File: config.mk
export PLATFORM = sky130hd
export DESIGN_NAME = inpkt_hdr_parser
export DESIGN_NICKNAME = d
export VERILOG_FILES = /design/src/rtl/pkt_comm_pkg.sv /design/src/rtl/inpkt_out_reg.sv /design/src/rtl/inpkt_hdr_parser.sv
export SDC_FILE = /design/constraint.sdc
export NUM_CORES = 1
export LEC_CHECK = 0
export ABC_AREA = 1
export ABC_CLOCK_PERIOD_IN_PS = 5100
export CELL_PAD_IN_SITES_DETAIL_PLACEMENT = 1
export CELL_PAD_IN_SITES_GLOBAL_PLACEMENT = 2
export CORE_UTILIZATION = 35
export CTS_CLUSTER_DIAMETER = 150
export CTS_CLUSTER_SIZE = 40
export DETAILED_ROUTE_END_ITERATION = 12
export GPL_ROUTABILITY_DRIVEN = 0
export MAX_ROUTING_LAYER = met4
export PLACE_DENSITY = 0.93
export SYNTH_ARGS = -nofsm -noshare
export SYNTH_HDL_FRONTEND = slang
export SYNTH_SLANG_ARGS = --single-unit
File: constraint.sdc
create_clock -name CLK -period 5.1 [get_ports CLK]
set_clock_uncertainty 0.1 [all_clocks]
set_input_delay 0.765 -clock CLK [delete_from_list [all_inputs] [get_ports CLK]]
set_output_delay 0.765 -clock CLK [all_outputs]
set_load 0.05 [all_outputs]
File: src/rtl/pkt_comm_pkg.sv
// Shared packet-comm definitions: header layout, parser state encoding and default limits.
// The CSUM state exists only when INPKT_CHECKSUM_EN is defined.
package pkt_comm;

    localparam int unsigned DEFAULT_VERSION = 2;
    localparam int unsigned DEFAULT_MAX_LEN = 65536;

    localparam int unsigned HDR_BYTES = 10;
    localparam logic [3:0]  HDR_LAST  = 4'(HDR_BYTES - 1);
    localparam logic [3:0]  CSUM_LAST = 4'd3;

    // Byte offsets within the header; offsets 2, 3 and 7 are reserved
    localparam logic [3:0] OFF_VERSION = 4'd0;
    localparam logic [3:0] OFF_TYPE    = 4'd1;
    localparam logic [3:0] OFF_LEN0    = 4'd4;
    localparam logic [3:0] OFF_LEN1    = 4'd5;
    localparam logic [3:0] OFF_LEN2    = 4'd6;
    localparam logic [3:0] OFF_ID0     = 4'd8;
    localparam logic [3:0] OFF_ID1     = 4'd9;

`ifdef INPKT_CHECKSUM_EN
    typedef enum logic [1:0] {
        ST_HDR     = 2'd0,
        ST_PAYLOAD = 2'd1,
        ST_CSUM    = 2'd2,
        ST_ERROR   = 2'd3
    } state_t;
`else
    typedef enum logic [1:0] {
        ST_HDR     = 2'd0,
        ST_PAYLOAD = 2'd1,
        ST_ERROR   = 2'd3
    } state_t;
`endif

endpackage

File: src/rtl/inpkt_out_reg.sv
// Single-entry output register for the payload stream: holds while stalled,
// reloads in the same cycle as a transfer so full throughput has no bubble.
module inpkt_out_reg (
    input  logic       CLK,
    input  logic       RST_N,
    input  logic       load,
    input  logic [7:0] load_data,
    input  logic       load_end,
    input  logic       take,
    input  logic       clear,
    output logic [7:0] dout,
    output logic       dout_valid,
    output logic       dout_end
);

    logic [7:0] data_q, data_d;
    logic       valid_q, valid_d;
    logic       end_q, end_d;

    always_comb begin
        data_d  = data_q;
        valid_d = valid_q;
        end_d   = end_q;
        if (valid_q && take) begin
            valid_d = 1'b0;
        end
        if (load) begin
            valid_d = 1'b1;
            data_d  = load_data;
            end_d   = load_end;
        end
        if (clear) begin
            valid_d = 1'b0;
        end
    end

    always_ff @(posedge CLK or negedge RST_N) begin
        if (!RST_N) begin
            data_q  <= '0;
            valid_q <= 1'b0;
            end_q   <= 1'b0;
        end else begin
            data_q  <= data_d;
            valid_q <= valid_d;
            end_q   <= end_d;
        end
    end

    assign dout       = data_q;
    assign dout_valid = valid_q;
    assign dout_end   = end_q;

endmodule

File: src/rtl/inpkt_hdr_parser.sv
// Inbound packet parser: strips the 10-byte header from a FWFT byte FIFO and streams the payload.
// Define INPKT_CHECKSUM_EN to verify a trailing 4-byte inverted-sum checksum per packet.
module inpkt_hdr_parser
    import pkt_comm::*;
#(
    parameter int unsigned PKT_COMM_VERSION = DEFAULT_VERSION,
    parameter int unsigned PKT_MAX_LEN      = DEFAULT_MAX_LEN
) (
    input  logic        CLK,
    input  logic        RST_N,
    input  logic [7:0]  din,
    input  logic        empty,
    output logic        rd_en,
    output logic [7:0]  dout,
    output logic        dout_valid,
    input  logic        dout_rd_en,
    output logic [7:0]  pkt_type,
    output logic [15:0] pkt_id,
    output logic [23:0] pkt_len,
    output logic        pkt_new,
    output logic        pkt_end,
    output logic        err_version,
    output logic        err_len,
    output logic        err_checksum
);

    localparam logic [7:0] VER_BYTE = 8'(PKT_COMM_VERSION);

    state_t      state_q, state_d;
    logic [3:0]  cnt_q, cnt_d;
    logic [7:0]  ver_q, ver_d;
    logic [7:0]  type_q, type_d;
    logic [23:0] len_q, len_d;
    logic [7:0]  id_lo_q, id_lo_d;
    logic [23:0] remain_q, remain_d;
    logic [7:0]  pkt_type_q, pkt_type_d;
    logic [15:0] pkt_id_q, pkt_id_d;
    logic [23:0] pkt_len_q, pkt_len_d;
    logic        pkt_new_q, pkt_new_d;
    logic        err_version_q, err_version_d;
    logic        err_len_q, err_len_d;
    logic        bad_ver, bad_len;
    logic        out_load, out_end, out_clear, dout_end;
`ifdef INPKT_CHECKSUM_EN
    logic [31:0] sum_q, sum_d;
    logic [23:0] csum_q, csum_d;
    logic        err_checksum_q, err_checksum_d;
`endif

    // Gated by reset so nothing is pulled from the FIFO while held in reset
    always_comb begin
        rd_en = 1'b0;
        if (RST_N) begin
            case (state_q)
                ST_HDR:     rd_en = !empty;
                ST_PAYLOAD: rd_en = !empty && (!dout_valid || dout_rd_en);
`ifdef INPKT_CHECKSUM_EN
                ST_CSUM:    rd_en = !empty;
`endif
                default:    rd_en = 1'b0;
            endcase
        end
    end

    always_comb begin
        state_d       = state_q;
        cnt_d         = cnt_q;
        ver_d         = ver_q;
        type_d        = type_q;
        len_d         = len_q;
        id_lo_d       = id_lo_q;
        remain_d      = remain_q;
        pkt_type_d    = pkt_type_q;
        pkt_id_d      = pkt_id_q;
        pkt_len_d     = pkt_len_q;
        pkt_new_d     = 1'b0;
        err_version_d = err_version_q;
        err_len_d     = err_len_q;
        bad_ver       = 1'b0;
        bad_len       = 1'b0;
        out_load      = 1'b0;
        out_end       = 1'b0;
        out_clear     = 1'b0;
`ifdef INPKT_CHECKSUM_EN
        sum_d          = sum_q;
        csum_d         = csum_q;
        err_checksum_d = err_checksum_q;
`endif
        case (state_q)
            ST_HDR: begin
                if (rd_en) begin
                    case (cnt_q)
                        OFF_VERSION: ver_d          = din;
                        OFF_TYPE:    type_d         = din;
                        OFF_LEN0:    len_d[7:0]     = din;
                        OFF_LEN1:    len_d[15:8]    = din;
                        OFF_LEN2:    len_d[23:16]   = din;
                        OFF_ID0:     id_lo_d        = din;
                        default:     ;
                    endcase
`ifdef INPKT_CHECKSUM_EN
                    sum_d = (cnt_q == '0) ? 32'(din) : sum_q + 32'(din);
`endif
                    if (cnt_q == HDR_LAST) begin
                        cnt_d   = '0;
                        bad_ver = (ver_q != VER_BYTE);
                        bad_len = (len_q == '0) || (32'(len_q) > PKT_MAX_LEN);
                        if (bad_ver || bad_len) begin
                            err_version_d = err_version_q | bad_ver;
                            err_len_d     = err_len_q | bad_len;
                            out_clear     = 1'b1;
                            state_d       = ST_ERROR;
                        end else begin
                            // id high byte is the byte on din right now
                            pkt_new_d  = 1'b1;
                            pkt_type_d = type_q;
                            pkt_id_d   = {din, id_lo_q};
                            pkt_len_d  = len_q;
                            remain_d   = len_q;
                            state_d    = ST_PAYLOAD;
                        end
                    end else begin
                        cnt_d = cnt_q + 4'd1;
                    end
                end
            end
            ST_PAYLOAD: begin
                if (rd_en) begin
                    out_load = 1'b1;
                    out_end  = (remain_q == 24'd1);
                    remain_d = remain_q - 24'd1;
`ifdef INPKT_CHECKSUM_EN
                    sum_d = sum_q + 32'(din);
                    if (remain_q == 24'd1) state_d = ST_CSUM;
`else
                    if (remain_q == 24'd1) state_d = ST_HDR;
`endif
                end
            end
`ifdef INPKT_CHECKSUM_EN
            ST_CSUM: begin
                if (rd_en) begin
                    case (cnt_q[1:0])
                        2'd0:    csum_d[7:0]   = din;
                        2'd1:    csum_d[15:8]  = din;
                        2'd2:    csum_d[23:16] = din;
                        default: ;
                    endcase
                    if (cnt_q == CSUM_LAST) begin
                        cnt_d = '0;
                        if ({din, csum_q} == ~sum_q) begin
                            state_d = ST_HDR;
                        end else begin
                            err_checksum_d = 1'b1;
                            out_clear      = 1'b1;
                            state_d        = ST_ERROR;
                        end
                    end else begin
                        cnt_d = cnt_q + 4'd1;
                    end
                end
            end
`endif
            default: ;
        endcase
    end

    always_ff @(posedge CLK or negedge RST_N) begin
        if (!RST_N) begin
            state_q       <= ST_HDR;
            cnt_q         <= '0;
            ver_q         <= '0;
            type_q        <= '0;
            len_q         <= '0;
            id_lo_q       <= '0;
            remain_q      <= '0;
            pkt_type_q    <= '0;
            pkt_id_q      <= '0;
            pkt_len_q     <= '0;
            pkt_new_q     <= 1'b0;
            err_version_q <= 1'b0;
            err_len_q     <= 1'b0;
        end else begin
            state_q       <= state_d;
            cnt_q         <= cnt_d;
            ver_q         <= ver_d;
            type_q        <= type_d;
            len_q         <= len_d;
            id_lo_q       <= id_lo_d;
            remain_q      <= remain_d;
            pkt_type_q    <= pkt_type_d;
            pkt_id_q      <= pkt_id_d;
            pkt_len_q     <= pkt_len_d;
            pkt_new_q     <= pkt_new_d;
            err_version_q <= err_version_d;
            err_len_q     <= err_len_d;
        end
    end

`ifdef INPKT_CHECKSUM_EN
    always_ff @(posedge CLK or negedge RST_N) begin
        if (!RST_N) begin
            sum_q          <= '0;
            csum_q         <= '0;
            err_checksum_q <= 1'b0;
        end else begin
            sum_q          <= sum_d;
            csum_q         <= csum_d;
            err_checksum_q <= err_checksum_d;
        end
    end
    assign err_checksum = err_checksum_q;
`else
    assign err_checksum = 1'b0;
`endif

    inpkt_out_reg u_out_reg (
        .CLK        (CLK),
        .RST_N      (RST_N),
        .load       (out_load),
        .load_data  (din),
        .load_end   (out_end),
        .take       (dout_rd_en),
        .clear      (out_clear),
        .dout       (dout),
        .dout_valid (dout_valid),
        .dout_end   (dout_end)
    );

    assign pkt_end     = dout_valid & dout_end;
    assign pkt_type    = pkt_type_q;
    assign pkt_id      = pkt_id_q;
    assign pkt_len     = pkt_len_q;
    assign pkt_new     = pkt_new_q;
    assign err_version = err_version_q;
    assign err_len     = err_len_q;

endmodule

# Word level (Yosys, flattened, before mapping)
# Cells that the tools add are included.
# classes
n_lt_le_gt_ge	1
add_sub_neg	2
reduce_logical	23
n_div	0
n_eq_ne	14
muxes	29
shift	0
mul	0
n_bitwise	4
# ops
cell	count
two-way mux 24 bit	4
one-hot mux 24 bit (2 select lines)	1
== test 24 x 1 -> 1 bit (second input constant)	1
greater-than comparator 24 x 17 -> 1 bit (second input constant)	1
logical NOT 24 bit	1
subtractor 24 x 1 -> 24 bit (second input constant)	1
AND reduction 3 bit	6
two-way mux 1 bit	16
== test 4 x 3 -> 1 bit (second input constant)	3
two-way mux 2 bit	5
!= test 2 bit (second input constant)	5
AND reduction 5 bit	2
== test 4 bit (second input constant)	2
!= test 8 x 2 -> 1 bit (second input constant)	1
AND reduction 4 bit	2
adder 4 x 1 -> 4 bit (second input constant)	1
== test 4 x 1 -> 1 bit (second input constant)	1
logical NOT 4 bit	1
two-way mux 4 bit	1
one-hot mux 2 bit (2 select lines)	1
logical OR 1 bit	3
nonzero test 3 bit	1
== test 2 x 1 -> 1 bit (second input constant)	1
logical AND 1 bit	2
other kinds (8)	10
# totals
output_inout_bits	63
memories	0
ramBits	0
ff_bits	139
latchBits	0
wordCells	91
in_bits	12
rom_bits	0

# Depth between registers and ports, before layout
# logic_depth
depth_word	9
depth_mapped	13
mapped_depth_nobuf	11

# Hierarchy
# From an unflattened synthesis, not the netlist that was laid out.
# hier_totals
hier_cells	824
area_unflattened_um2	6442.4
# by_module_without_submodules
module	cells_per_inst	n_inst	area_each_um2
inpkt_hdr_parser	782	1	6059.6
inpkt_out_reg	42	1	382.9

# Least setup slack after synthesis
# No wires, ideal clock.
# synth_path
path_type	input -> output
startpoint	input port empty
endpoint	output port rd_en
path_stages	3
slack_ps	2871
arrival_time_ps	1364
required_ps	4235
cell_sequence	nor3b_2 > nand2_1 > inv_1
# synth_via
elab_chain_cells	4
# synth_rtl
item	line	source
from (decl)	inpkt_hdr_parser.sv:12	input logic empty,
logical NOT 1 bit (*)	inpkt_hdr_parser.sv:55, inpkt_hdr_parser.sv:56	
logical AND 1 bit	inpkt_hdr_parser.sv:56	ST_PAYLOAD: rd_en = !empty && (!dout_valid || dout_rd_en);
one-hot mux 1 bit (2 select lines) (*)	inpkt_hdr_parser.sv:54	case (state_q)
two-way mux 1 bit (*)	inpkt_hdr_parser.sv:53	if (RST_N) begin
to (decl)	inpkt_hdr_parser.sv:13	output logic rd_en,
# Mark *: on every way between the ends. The rest lies on a longest branch, timed or not.

# Worst setup path after layout
# Ends and elaborated chain as after synthesis.

==> impl_metrics.env <==
export IMPL_status="complete, no violations"
export IMPL_clock_tree_buffer_depth=2
export IMPL_ant_nets=0
export IMPL_postLayoutCellArea_um2=7890
export IMPL_routed_top_layer="met4"
export IMPL_min_path_type="in2async"
export IMPL_met2WireLength_um=9000
export IMPL_drc=0
export IMPL_yosys_warnings=0
export IMPL_core_area_um2=17900
export IMPL_finalSetupViolCount=0
export IMPL_antenna_found_initial=0
export IMPL_dp_hpwl_um=12400
export IMPL_cts_root_buf="clkbuf_16"
export IMPL_p_leak_nw=4.09
export IMPL_io_pins=75
export IMPL_port_buffers=73
export IMPL_clkLatencyLatePin_ns=0.43
export IMPL_finalSetupTns_ns=0
export IMPL_synth_enable_flop_cells=0
export IMPL_chipHeight_um=137
export IMPL_drt_iter0_markers=366
export IMPL_end_kind="primary output"
export IMPL_grt_overflow=0
export IMPL_reg2reg_slack_ns=2.27
export IMPL_synthDistinctLibCells=33
export IMPL_report_power_total_mw=4.68
export IMPL_nNetsFinal=893
export IMPL_instances_no_fill=1121
export IMPL_fmax_mhz=303
export IMPL_crit_fanout=2
export IMPL_maxCapViolations=0
export IMPL_n_antenna_cell=0
export IMPL_numCtsBuffers=17
export IMPL_tightest_slew_ns=1.05
export IMPL_powerDensity_nw_per_um2=593
export IMPL_r2r_start="len_q[9]"
export IMPL_slew_headroom_pct=29.4
export IMPL_crit_arrival_ns=2.43
export IMPL_cts_setup_buffers=0
export IMPL_cts_tree="done"
export IMPL_clkTransAtPathRegs_ns=0.06
export IMPL_die_x_um=137
export IMPL_area_growth_pct=23.5
export IMPL_syn_inst=810
export IMPL_min_period_over_period_pct=64.6
export IMPL_placedInstanceArea_um2=7290
export IMPL_start_util_pct=35.7
export IMPL_crit_type="in2out"
export IMPL_cts_resized=0
export IMPL_synth_seq_cells=139
export IMPL_synth_area_per_cell_um2=7.88
export IMPL_dp_cells=1089
export IMPL_ys_seq_area_share_pct=54.5
export IMPL_critical_path_required_ns=4.24
export IMPL_worst_slack_ns=1.80
export IMPL_via_per_inst=4.87
export IMPL_utilization_pct=44.0
export IMPL_hold_violations=0
export IMPL_grt_max_degree=62
export IMPL_min_period_ns=3.30
export IMPL_first_pass_iters=4
export IMPL_critPathLaunchType="primary input"
export IMPL_htreeDepth=4
export IMPL_clock_sinks=139
export IMPL_dp_slack_ns=1.79
export IMPL_rsz0062_at_grt="false"
export IMPL_ctsHoldBuffers=0
export IMPL_timing_final_max_slew_violations=0
export IMPL_wirelength_um=18200
export IMPL_syn_num_nets=824
export IMPL_async_flop_share_pct=100
export IMPL_std_cell_rows=49
export IMPL_grt_pass1_vias=5687
export IMPL_ys_flop_type="dfrtp_1"
export IMPL_whs_ns=0.0797
export IMPL_dieArea_um2=18800
export IMPL_wl_met1_um=8550
export IMPL_grt_pass1_wl_um=30300
export IMPL_r2r_end="remain_q[7]"
export IMPL_rr_worst_depth=10
export IMPL_wire_per_inst_um=16.3
export IMPL_synth_area_um2=6390
export IMPL_drive_gt1_share_pct=6.95
export IMPL_ir_drop_mv=0.335
export IMPL_dr_total_vias=5456
export IMPL_met3_length_um=551
export IMPL_grt_util_all_layers_pct=22.2
-- cells by family after synthesis --
kind of cell	share of synthesized area [%]
compound gates	6.70
xor+xnor	0.412
fa+ha+maj	0.392
buf+inv	5.88
flops	54.5
other cells	0.0587
simple gates	32.1
-- how the worst max path moves through the flow --
stage	endpoint	slack [ns]	depth (start not counted)	from
after floorplan	rd_en	2.87	3	empty
after global placement	rd_en	1.79	5	empty
after detailed placement	rd_en	1.79	5	empty
after CTS	rd_en	1.78	5	empty
after global routing	rd_en	1.69	5	empty
final	rd_en	1.80	5	empty
-- layout make-up --
| type | instances | area [um^2] |
|---|---|---|
| flip-flops and latches | 139 | 3480 |
| repair buffers | 77 | 762 |
| clock inverters | 15 | 171 |
| inverters | 61 | 229 |
| multi-input cells | 583 | 2530 |
| clock buffers | 17 | 425 |
| well taps | 229 | 287 |
| fillers | 2182 | 10000 |
-- synth_stat cells (all sizes together), types with 2 or more instances --
library cell | number | share of area [%]
a21oi | 20 | 1.6
a22oi | 2 | 0.24
a31oi | 2 | 0.20
buf | 19 | 1.8
clkbuf | 8 | 0.47
dfrtp | 139 | 54
ha | 2 | 0.39
inv | 61 | 3.6
nand2 | 331 | 20
nand3 | 53 | 4.3
nand3b | 4 | 0.47
nand4 | 8 | 0.78
nor2 | 92 | 5.8
nor3 | 2 | 0.16
nor4 | 2 | 0.53
o21ai | 57 | 4.5
xor2 | 2 | 0.27
-- routing by layer --
metal,global-route usage (%),vias to the layer above
met3,5.11,8
met1,28.4,2702
li1,-,2680
met2,35.8,66
met5,-,-
met4,4.95,0
-- cells in the final DEF (no fill, tap or decap), types with 5 or more instances in the layout --
| cell type | Yosys | layout |
|---|---|---|
| a21oi_1 | 20 | 20 |
| clkbuf_16 | 0 | 17 |
| clkdlybuf4s50_1 | 0 | 72 |
| dfrtp_1 | 139 | 139 |
| inv_1 | 50 | 50 |
| inv_2 | 11 | 11 |
| inv_8 | 0 | 5 |
| nand2_1 | 327 | 327 |
| nand3_1 | 52 | 52 |
| nand4_1 | 8 | 8 |
| nor2_1 | 87 | 87 |
| o21ai_0 | 53 | 53 |
-- critical path, stage by stage --
cell             delay, ns
clkdlybuf4s50_1       0.42
nor3b_2               0.24
nand2_1               0.10
inv_1                 0.09
clkdlybuf4s50_1       0.81
-- sequential cells by signal, indices dropped and copies added, names as in the netlist, 2 cells and up --
register	cells
ver_q	8
u_out_reg.dout	8
id_lo_q	8
cnt_q	4
pkt_type	8
len_q	24
remain_q	24
pkt_len	24
state_q	2
pkt_id	16
type_q	8
-- power by group --
part	leakage, nW	internal, mW	switching (mW)
combinational	1.96	0.532	1.18
sequential	1.84	1.41	0.295
clock	0.291	0.699	0.554
No activity file was read; power rests on OpenSTA's default activity.
